===== config.mk =====
export PLATFORM = sky130hd
export DESIGN_NAME = ref_fetch_flat
export DESIGN_NICKNAME = d
export VERILOG_FILES = /design/src/rtl/ref_fetch_if.sv /design/src/rtl/ref_fetch.sv /design/src/flat_wrapper.sv
export SDC_FILE = /design/constraint.sdc
export NUM_CORES = 1
export LEC_CHECK = 0
export BUFFER_PORTS_ARGS = -buffer_cell sky130_fd_sc_hd__clkbuf_2
export CAP_MARGIN = 20
export CORE_ASPECT_RATIO = 0.75
export CORE_MARGIN = 5
export CORE_UTILIZATION = 41
export CTS_CLUSTER_DIAMETER = 40
export DETAILED_ROUTE_END_ITERATION = 10
export PLACE_DENSITY = 0.65
export SLEW_MARGIN = 20
export SYNTH_ARGS = -nofsm -noshare
export SYNTH_HDL_FRONTEND = slang
export SYNTH_SLANG_ARGS = --single-unit

===== constraint.sdc =====
create_clock -name clk -period 5.78 [get_ports clk]
set_clock_uncertainty 0.1 [all_clocks]
set_input_delay 0 -clock clk [delete_from_list [all_inputs] [get_ports clk]]
set_output_delay 0 -clock clk [all_outputs]
set_load 0.05 [all_outputs]

===== src/rtl/ref_fetch_if.sv =====
// ref_fetch_if: reference-memory read port and output word stream of the window fetcher.
interface ref_fetch_if;
    logic        mem_en;
    logic [31:0] mem_addr;
    logic [63:0] mem_data;
    logic [63:0] out_data;
    logic        out_valid;
    logic        out_ready;
    logic        out_eol;
    logic        out_last;

    modport master (
        output mem_en, mem_addr, out_data, out_valid, out_eol, out_last,
        input  mem_data, out_ready
    );

    modport slave (
        input  mem_en, mem_addr, out_data, out_valid, out_eol, out_last,
        output mem_data, out_ready
    );
endinterface


===== src/rtl/ref_fetch.sv =====
// ref_fetch: walks a rectangular reference window row by row, reading 64-bit words
// into a small FIFO that streams them downstream with row/window markers.
module ref_fetch #(
    parameter int WORDS_PER_ROW = 8,
    parameter int ROWS          = 64,
    parameter int FIFO_DEPTH    = 4
) (
    input  logic         clk,
    input  logic         rst_n,
    input  logic         start,
    input  logic [31:0]  base_addr,
    input  logic [15:0]  stride,
    ref_fetch_if.master  bus,
    output logic         busy,
    output logic         done
);
    localparam int CW = WORDS_PER_ROW > 1 ? $clog2(WORDS_PER_ROW) : 1;
    localparam int RW = ROWS > 1 ? $clog2(ROWS) : 1;
    localparam int AW = $clog2(FIFO_DEPTH);

    typedef enum logic [1:0] {IDLE, FETCH, DRAIN} state_t;

    state_t          state_q, state_d;
    logic [CW-1:0]   col_q, col_d;
    logic [RW-1:0]   row_q, row_d;
    logic [31:0]     row_base_q, row_base_d;
    logic [31:0]     cur_addr_q, cur_addr_d;
    logic [15:0]     stride_q, stride_d;
    logic [65:0]     fifo_q [FIFO_DEPTH];
    logic [65:0]     fifo_d [FIFO_DEPTH];
    logic [AW-1:0]   rd_q, rd_d, wr_q, wr_d;
    logic [AW:0]     cnt_q, cnt_d;
    logic            done_q, done_d;
    logic            head_v, pop, issue, eol, last;

    // FIFO entry layout: {last, eol, data}
    always_comb begin
        head_v     = cnt_q != '0;
        pop        = head_v && bus.out_ready;
        issue      = (state_q == FETCH) && (!cnt_q[AW] || pop);
        eol        = col_q == CW'(WORDS_PER_ROW - 1);
        last       = eol && (row_q == RW'(ROWS - 1));
        state_d    = state_q;
        col_d      = col_q;
        row_d      = row_q;
        row_base_d = row_base_q;
        cur_addr_d = cur_addr_q;
        stride_d   = stride_q;
        fifo_d     = fifo_q;
        rd_d       = pop ? rd_q + 1'b1 : rd_q;
        wr_d       = issue ? wr_q + 1'b1 : wr_q;
        cnt_d      = cnt_q + (AW+1)'(issue) - (AW+1)'(pop);
        done_d     = 1'b0;
        if (state_q == IDLE && start) begin
            state_d    = FETCH;
            col_d      = '0;
            row_d      = '0;
            row_base_d = base_addr;
            cur_addr_d = base_addr;
            stride_d   = stride;
        end
        if (issue) begin
            fifo_d[wr_q] = {last, eol, bus.mem_data};
            if (eol) begin
                col_d      = '0;
                row_d      = row_q + 1'b1;
                row_base_d = row_base_q + {16'h0, stride_q};
                cur_addr_d = row_base_d;
            end else begin
                col_d      = col_q + 1'b1;
                cur_addr_d = cur_addr_q + 32'd8;
            end
            if (last) state_d = DRAIN;
        end
        if (state_q == DRAIN && pop && fifo_q[rd_q][65]) begin
            state_d = IDLE;
            done_d  = 1'b1;
        end
    end

    always_ff @(posedge clk or negedge rst_n) begin
        if (!rst_n) begin
            state_q    <= IDLE;
            col_q      <= '0;
            row_q      <= '0;
            row_base_q <= '0;
            cur_addr_q <= '0;
            stride_q   <= '0;
            fifo_q     <= '{default: '0};
            rd_q       <= '0;
            wr_q       <= '0;
            cnt_q      <= '0;
            done_q     <= 1'b0;
        end else begin
            state_q    <= state_d;
            col_q      <= col_d;
            row_q      <= row_d;
            row_base_q <= row_base_d;
            cur_addr_q <= cur_addr_d;
            stride_q   <= stride_d;
            fifo_q     <= fifo_d;
            rd_q       <= rd_d;
            wr_q       <= wr_d;
            cnt_q      <= cnt_d;
            done_q     <= done_d;
        end
    end

    assign bus.mem_en    = issue;
    assign bus.mem_addr  = issue ? cur_addr_q : '0;
    assign bus.out_valid = head_v;
    assign bus.out_data  = head_v ? fifo_q[rd_q][63:0] : '0;
    assign bus.out_eol   = head_v && fifo_q[rd_q][64];
    assign bus.out_last  = head_v && fifo_q[rd_q][65];
    assign busy          = state_q != IDLE;
    assign done          = done_q;
endmodule

===== src/flat_wrapper.sv =====
// flat-port wrapper written by rule: the top's interface ports become plain ports
module ref_fetch_flat 
#(
    parameter int WORDS_PER_ROW = 8,
    parameter int ROWS          = 64,
    parameter int FIFO_DEPTH    = 4
)
  (clk, rst_n, start, base_addr, stride, busy, done, bus_mem_en, bus_mem_addr, bus_out_data, bus_out_valid, bus_out_eol, bus_out_last, bus_mem_data, bus_out_ready);
  ref_fetch_if bus_i ();
  input  logic clk;
  input  logic rst_n;
  input  logic start;
  input  logic [31:0] base_addr;
  input  logic [15:0] stride;
  output logic busy;
  output logic done;
  output wire logic [$bits(bus_i.mem_en)-1:0] bus_mem_en;
  output wire logic [$bits(bus_i.mem_addr)-1:0] bus_mem_addr;
  output wire logic [$bits(bus_i.out_data)-1:0] bus_out_data;
  output wire logic [$bits(bus_i.out_valid)-1:0] bus_out_valid;
  output wire logic [$bits(bus_i.out_eol)-1:0] bus_out_eol;
  output wire logic [$bits(bus_i.out_last)-1:0] bus_out_last;
  input wire logic [$bits(bus_i.mem_data)-1:0] bus_mem_data;
  input wire logic [$bits(bus_i.out_ready)-1:0] bus_out_ready;
  assign bus_mem_en = bus_i.mem_en;
  assign bus_mem_addr = bus_i.mem_addr;
  assign bus_out_data = bus_i.out_data;
  assign bus_out_valid = bus_i.out_valid;
  assign bus_out_eol = bus_i.out_eol;
  assign bus_out_last = bus_i.out_last;
  assign bus_i.mem_data = bus_mem_data;
  assign bus_i.out_ready = bus_out_ready;
  ref_fetch #(.WORDS_PER_ROW(WORDS_PER_ROW), .ROWS(ROWS), .FIFO_DEPTH(FIFO_DEPTH)) u_core (.clk(clk), .rst_n(rst_n), .start(start), .base_addr(base_addr), .stride(stride), .bus(bus_i), .busy(busy), .done(done));
endmodule

==> summary.txt, run 1 <==
Final layout
  – Area Overhead vs Synth: 24.3%
  – # nets final: 1950
  – Number of fill cells: 3878
  – Sequential Area: 0.00909 mm2
  – Multi-input gate area: 0.00893 mm2
  – Layout cells sized above 1: 37.0%

Pwr
  – Leakage: 10.0 nW
  – Sequential power share: 30.0%
  – Clock share of power: 18.9%
  – P_int: 8.76 mW
  – Total power: 15.7 mW
  – Worst vdd ir: 350 uV
  – Combinational Power Share: 51.1%
  – P_sw: 6.96 mW
  – Pwr per Cell Area: 686 mW/mm2
  – Sw frac: 44.3%

Detailed routing
  – Initial DRC count: 1120
  – Via count: 13700
  – Routed Antenna Nets: 0
  – Avg WL per Cell: 20.9 um
  – Residual DRC: 0
  – Routed wire length: 50800 um
  – 1st-pass router iterations: 9
  – Drt via density: 5.64

Placed design
  – HPWL Detailed: 32500 um
  – Port Buffers: 217
  – Place WS: 2330 ps
  – Global placement routability congestion: 0.934

Logic synthesis
  – Distinct cell type count after synthesis: 84
  – Synth Warn #: 0
  – Sequential area share after synthesis: 49.3%
  – Simple-gate share of the synthesized area: 11.8%
  – Mapped Cells: 1499
  – Post-synth top area cell: dfrtp_1
  – Synthesized Nets: 1643
  – Post-Synth XOR/XNOR Area: 1.52%
  – Synth Area in Adders: 1.98%
  – Cell Area, Synth: 0.0184 mm2
  – Largest family of logic cells by synthesized area: multiplexers
  – Syn_area_per_cell: 12.3 um2
  – Top_reg_cell synth: dfrtp_1
  – Synth area leaders: dfrtp_1 49%, mux2_2 16%, mux4_2 8.1%
  – FFs w/ async S/R, synth: 100%
  – Most frequent cells after synthesis: 363 x dfrtp_1, 256 x mux2_2, 143 x nand2_1
  – Dominant cell by count in the synthesized netlist: dfrtp_1
  – Yosys top cell area share: 49.3%
  – Mux share of post-synthesis cell area: 24.1%
  – Number of enable flip-flop cells after synthesis: 0
  – Compound-Gate Fraction of Synth Area: 8.75%
  – Post-synthesis register bit count: 363

Run status
  – Status: finished clean

GRT
  – Largest net degree at the start of global routing: 156
  – Initial antenna violation count: 2
  – GRT overflow: 0
  – Vias in the first global route: 14300
  – First-pass GRT wire length: 81300 um
  – Tot GR Track Use: 20.3%

STA
  – Fmax: 279 MHz
  – Setup violation total in the final timing report: 0
  – Fin. max-slew vios: 0
  – Setup WS post-layout: 2190 ps
  – Min cycle time layout: 3590 ps
  – RSZ-0062 raised after global routing: no
  – Fin crit share: 62.0%
  – Hold Fails Final Rpt: 0
  – Rel. slew slack: 20.5%
  – Worst slew pin tran: 1180 ps
  – Setup_tns: 0 ps

Floorplan
  – Die Span X: 255 um
  – Cell row count: 67
  – Die footprint: 0.0493 mm2
  – Starting Density: 41.3%
  – Core area: 0.0446 mm2
  – IO Pins: 218
  – Die Span Y: 194 um

Setup path
  – Startpoint types: flop
  – Arrival time worst endpoint: 3930 ps
  – Critical path's largest stage delay: 920 ps
  – Critical Path Slowest Stage Cell: nand3_1
  – Worst EP required: 6120 ps
  – Crit-path leading delay family: simple AND/OR/NAND/NOR gates
  – CP cell instances: ha_1 > ha_1 > nand3_1 > nand2_1 > o21ai_0 > a221o_1
  – Setup Crit Path Kind: reg2reg
  – Most frequent CP cell: ha_1
  – Critical-path maximum fanout: 24
  – CP Buf/Inv Count: 0
  – CP endpoint kind: flop

Clock tree
  – Cell chosen for the clock root: clkbuf_16
  – Clk_lat worst skew: 560 ps
  – CTS Buf Count: 48
  – Total clock sinks: 363
  – TritonCTS clock tree: done
  – PostCTS Resize Cnt: 0
  – Setup Buffers After CTS: 0
  – Clock Path Buffers: 3
  – Clock transition at path regs: 60 ps
  – Hold buffer count at CTS: 116
  – CTS H-tree lvls: 2

Run
  – Max-cap viol count: 0

Min path
  – Hold Crit Class: in2reg
==> stage by stage <==
stage | instances | area (um2) | utilization (%) | hold slack (ps)
after floorplan | 1499 | 18400 | - | -396
after global placement | 2223 | 20000 | 44.9 | -10.3
after detailed placement | 2225 | 20100 | 45.0 | -6.49
after CTS | 2428 | 22900 | 51.3 | 32.1
after global routing | 2430 | 22900 | 51.3 | 55.9
final | 2431 | 22900 | 51.3 | 62.5
==> registers in the layout, indices dropped and copies added, names as in the netlist <==
| signal | count |
|---|---|
| u_core.rd_q | 2 |
| u_core.col_q | 3 |
| u_core.stride_q | 16 |
| u_core.fifo_q | 264 |
| u_core.cur_addr_q | 32 |
| u_core.row_base_q | 32 |
| u_core.cnt_q | 3 |
| u_core.state_q | 2 |
| u_core.wr_q | 2 |
| u_core.row_q | 6 |
| u_core.done | 1 |
==> routing by layer <==
| layer | GRT usage, % | vias up | routed length [um] | share of wire (%) |
|---|---|---|---|---|
| met2 | 30.4 | 515 | 22500 | 44 |
| li1 | - | 6161 | - | - |
| met3 | 4.51 | 108 | 3860 | 7.6 |
| met5 | 0 | - | 0 | 0 |
| met4 | 4.92 | 0 | 1160 | 2.3 |
| met1 | 30.2 | 6936 | 23300 | 46 |
==> kinds of logic after synthesis <==
| family | count (synthesis) |
|---|---|
| and+or+nand+nor | 416 |
| buffers and inverters | 111 |
| xor gates and xnor gates | 32 |
| adders and majority gates | 28 |
| AOI/OAI and AO/OA | 220 |
| DFF | 363 |
| muxes | 329 |
==> layout make-up <==
type / count / area share, %
inverters: 16 / 0.262
well taps: 586 / 3.20
clock inverters: 26 / 1.27
multi-input cells: 1025 / 39.0
clock buffers: 61 / 5.76
flip-flops and latches: 363 / 39.7
repair buffers: 352 / 10.8
diodes: 2 / 0.0219
==> cell usage in the layout, fill, tap and decap left out, types with 38 or more instances in the layout <==
cell type,n
mux2_2,256
nand2_1,139
dfrtp_1,361
mux4_2,66
nand3_1,38
o21ai_0,49
nor2_1,48
clkbuf_16,48
and3_1,38
dlygate4sd3_1,115
clkbuf_2,216
and2_1,75
==> worst min-delay path: cells and delay by family <==
family	cells	cell delay, ps
buffers and inverters	2	610
and+or+nand+nor	2	80
==> final timing paths <==
path,startpoint,end,slack [ps],cells after the start
max reg2reg,u_core.col_q[0],u_core.row_base_q[20],2190,6
max in group asynchronous,rst_n,u_core.fifo_q[158],3740,4
min,stride[8],u_core.stride_q[8],60,4
min reg2reg,u_core.fifo_q[131],u_core.fifo_q[131],380,2
min in group asynchronous,rst_n,u_core.cur_addr_q[7],470,3
max,u_core.col_q[0],u_core.row_base_q[20],2190,6
==> power by group through the flow <==
stage / clock network [mW] / logic, mW / registers (mW)
final: 2.96 / 8.03 / 4.72
after global routing: 3.15 / 8.56 / 4.87
after CTS: 3.05 / 8.05 / 4.69
after detailed placement: 0 / 7.96 / 4.72
after global placement: 0 / 7.82 / 4.64
after floorplan: 0 / 6.40 / 4.28
(Power assumes the default switching activity.)
==> run 2: changes to the inputs <==
--- a/config.mk
+++ b/config.mk
@@ -12,7 +12,7 @@
 export CORE_UTILIZATION = 41
 export CTS_CLUSTER_DIAMETER = 40
 export DETAILED_ROUTE_END_ITERATION = 10
-export PLACE_DENSITY = 0.65
+export PLACE_DENSITY = 0.67
 export SLEW_MARGIN = 20
 export SYNTH_ARGS = -nofsm -noshare
 export SYNTH_HDL_FRONTEND = slang
==> constraint.sdc (replaced) <==
create_clock -name clk -period 2.89 [get_ports clk]
set_clock_uncertainty 0.1 [all_clocks]
set_input_delay 0 -clock clk [delete_from_list [all_inputs] [get_ports clk]]
set_output_delay 0 -clock clk [all_outputs]
set_load 0.05 [all_outputs]
==> run 2 against run 1 <==
  * Non-clock buffer count up 45
  * Cell count is 1.7% higher
  * Critical endpoint is now u_core.row_base_q[27]
  * Die area unchanged
  * Utilization grew 0.99 points
  * Combinational power rose by 110%
  * Global-route usage increased by 0.44 points
  * Design area rose by 1.9%
==> summary.txt, run 2 (same netlist as run 1, synthesis figures left out) <==
Pwr
  – Leakage: 10.3 nW (was 10.0 nW)
  – Sequential power share: 29.3% (was 30.0%)
  – P_sw: 13.9 mW (was 6.96 mW)
  – Total power: 31.9 mW (was 15.7 mW)
  – Sw frac: 43.7% (was 44.3%)
  – Worst vdd ir: 923 uV (was 350 uV)
  – Clock share of power: 18.5% (was 18.9%)
  – Combinational Power Share: 52.2% (was 51.1%)
  – Pwr per Cell Area: 1370 mW/mm2 (was 686 mW/mm2)
  – P_int: 18.0 mW (was 8.76 mW)

GRT
  – Vias in the first global route: 14500 (was 14300)
  – Initial antenna violation count: 1 (was 2)
  – First-pass GRT wire length: 82300 um (was 81300 um)
  – Tot GR Track Use: 20.7% (was 20.3%)
  – Largest net degree at the start of global routing: 84 (was 156)
  – GRT overflow: 0 (unchanged)

Final layout
  – # nets final: 1993 (was 1950)
  – Area Overhead vs Synth: 26.7% (was 24.3%)
  – Design area: 0.0233 mm2 (was 0.0229 mm2)
  – Layout cells sized above 1: 38.5% (was 37.0%)
  – Commonest cells after routing, fill and taps aside: 361 x dfrtp_1, 256 x mux2_2, 216 x clkbuf_2 (unchanged)
  – Max reg flops: 264 (unchanged)
  – Most common cell after layout, fill and taps aside: dfrtp_1 (unchanged)
  – Biggest register: u_core.fifo_q (unchanged)
  – Largest regs: u_core.fifo_q: 264 flops, u_core.cur_addr_q: 32 flops, u_core.row_base_q: 32 flops (unchanged)

STA
  – Fin crit share: 95.5% (was 62.0%)
  – Rel. slew slack: 47.8% (was 20.5%)
  – Min cycle time layout: 2760 ps (was 3590 ps)
  – Fin. max-slew vios: 0 (unchanged)
  – Hold Worst Slack: 85.4 ps (was 62.5 ps)
  – Setup violation total in the final timing report: 0 (unchanged)
  – RSZ-0062 raised after global routing: no (unchanged)
  – Hold Fails Final Rpt: 0 (unchanged)
  – Setup_tns: 0 ps (unchanged)
  – Fmax: 362 MHz (was 279 MHz)
  – Worst slew pin tran: 778 ps (was 1180 ps)

Setup path
  – Arrival time worst endpoint: 3100 ps (was 3930 ps)
  – CP endpoint kind: flop (unchanged)
  – Setup Crit Path Kind: reg2reg (unchanged)
  – Startpoint types: flop (unchanged)
  – Reg2Reg Setup Slack: 130 ps (was 2190 ps)
  – Worst EP required: 3230 ps (was 6120 ps)
  – Critical-path maximum fanout: 10 (was 24)

Clock tree
  – Clock transition at path regs: 60 ps (about the same)
  – CTS H-tree lvls: 2 (unchanged)
  – Clk_lat worst skew: 560 ps (about the same)
  – TritonCTS clock tree: done (unchanged)
  – Total clock sinks: 363 (unchanged)
  – Cell chosen for the clock root: clkbuf_16 (unchanged)
  – Clock Path Buffers: 3 (unchanged)
  – CTS Buf Count: 46 (was 48)

Detailed routing
  – Avg WL per Cell: 21.1 um (was 20.9 um)
  – 1st-pass router iterations: 5 (was 9)
  – Residual DRC: 0 (unchanged)
  – Initial DRC count: 1084 (was 1120)
  – Routed Antenna Nets: 0 (unchanged)
  – Via count: 14000 (was 13700)
  – Drt via density: 5.65 (was 5.64)
  – Routed wire length: 52200 um (was 50800 um)

Floorplan
  – Die footprint: 0.0493 mm2 (unchanged)
  – Starting Density: 41.3% (unchanged)
  – Die Span Y: 194 um (unchanged)
  – Cell row count: 67 (unchanged)
  – IO Pins: 218 (unchanged)
  – Core area: 0.0446 mm2 (unchanged)
  – Die Span X: 255 um (unchanged)

Placed design
  – HPWL Detailed: 34600 um (was 32500 um)
  – Total cell area at the placement stage: 0.0206 mm2 (was 0.0201 mm2)
  – Port Buffers: 217 (unchanged)
  – Global placement routability congestion: 0.918 (was 0.934)

Run status
  – Status: finished clean (unchanged)

Min path
  – Hold Crit Class: in2reg (unchanged)

Run
  – Max-cap viol count: 0 (unchanged)
==> run 2: changes by cell type in the layout (fill, tap and decap cells not counted), moves of 2 or more <==
cell	before	now
buf_4	15	48
bufinv_16	3	5
clkinv_2	5	7
buf_12	3	16
clkinv_4	9	5
buf_16	2	0
==> run 2: worst paths after layout <==
check,to,start,cells after the start
max,u_core.row_base_q[27],u_core.stride_q[15],7
max reg2reg,u_core.row_base_q[27],u_core.stride_q[15],7
max in group asynchronous,u_core.fifo_q[169],rst_n,4
min in group asynchronous,u_core.cur_addr_q[23],rst_n,3
min,u_core.stride_q[14],stride[14],4
min reg2reg,u_core.cur_addr_q[1],u_core.cur_addr_q[1],2
==> run 2: area by class of cell <==
| cell class | instances | area (um2) |
|---|---|---|
| Fill cell | 3818 | 21300 |
| Tap cell | 586 | 733 |
| Clock buffer | 62 | 1310 |
| Clock inverter | 22 | 270 |
| Antenna cell | 2 | 5.00 |
| Timing Repair Buffer | 397 | 2940 |
| Multi-Input combinational cell | 1025 | 8930 |
| Sequential cell | 363 | 9090 |
| Inverter | 16 | 60.1 |
==> run 2: metrics by stage <==
stage	std cells	worst slack (ps)	util, %
after floorplan	1499	265	-
after global placement	2269	105	46.1
after detailed placement	2269	84.1	46.1
after CTS	2469	86.9	52.3
after global routing	2472	13.7	52.3
final	2473	130	52.3
==> run 2: per-layer routing <==
| layer | GRT usage, % | share of wire (%) |
|---|---|---|
| met1 | 30.1 | 45 |
| met2 | 31.9 | 46 |
| met3 | 4.39 | 6.9 |
| met4 | 5.36 | 2.1 |
| met5 | 0 | 0 |
==> run 2: repair_timing <==
action,in CTS,in global routing
endpoints found under the hold margin,668,0
gates resized for setup,0,4
endpoints found under the setup margin,0,6
hold buffers,116,0
setup buffers,0,2
==> run 2: power groups by stage <==
stage                     clock [mW]  sequential (mW)  combinational [mW]
after floorplan                    0             8.57                12.8
after detailed placement           0             9.34                16.5
after global placement             0             9.18                16.2
after global routing            6.25             9.62                17.7
after CTS                       6.03             9.29                16.7
final                           5.90             9.33                16.6
==> run 2: critical path, stage by stage, from the launching register on <==
cell      delay, ps
dfrtp_1         380
ha_1            430
a21oi_2         250
nand2_1         150
nor3_2          680
a211oi_2        220
mux2i_1         160
a221o_1         260
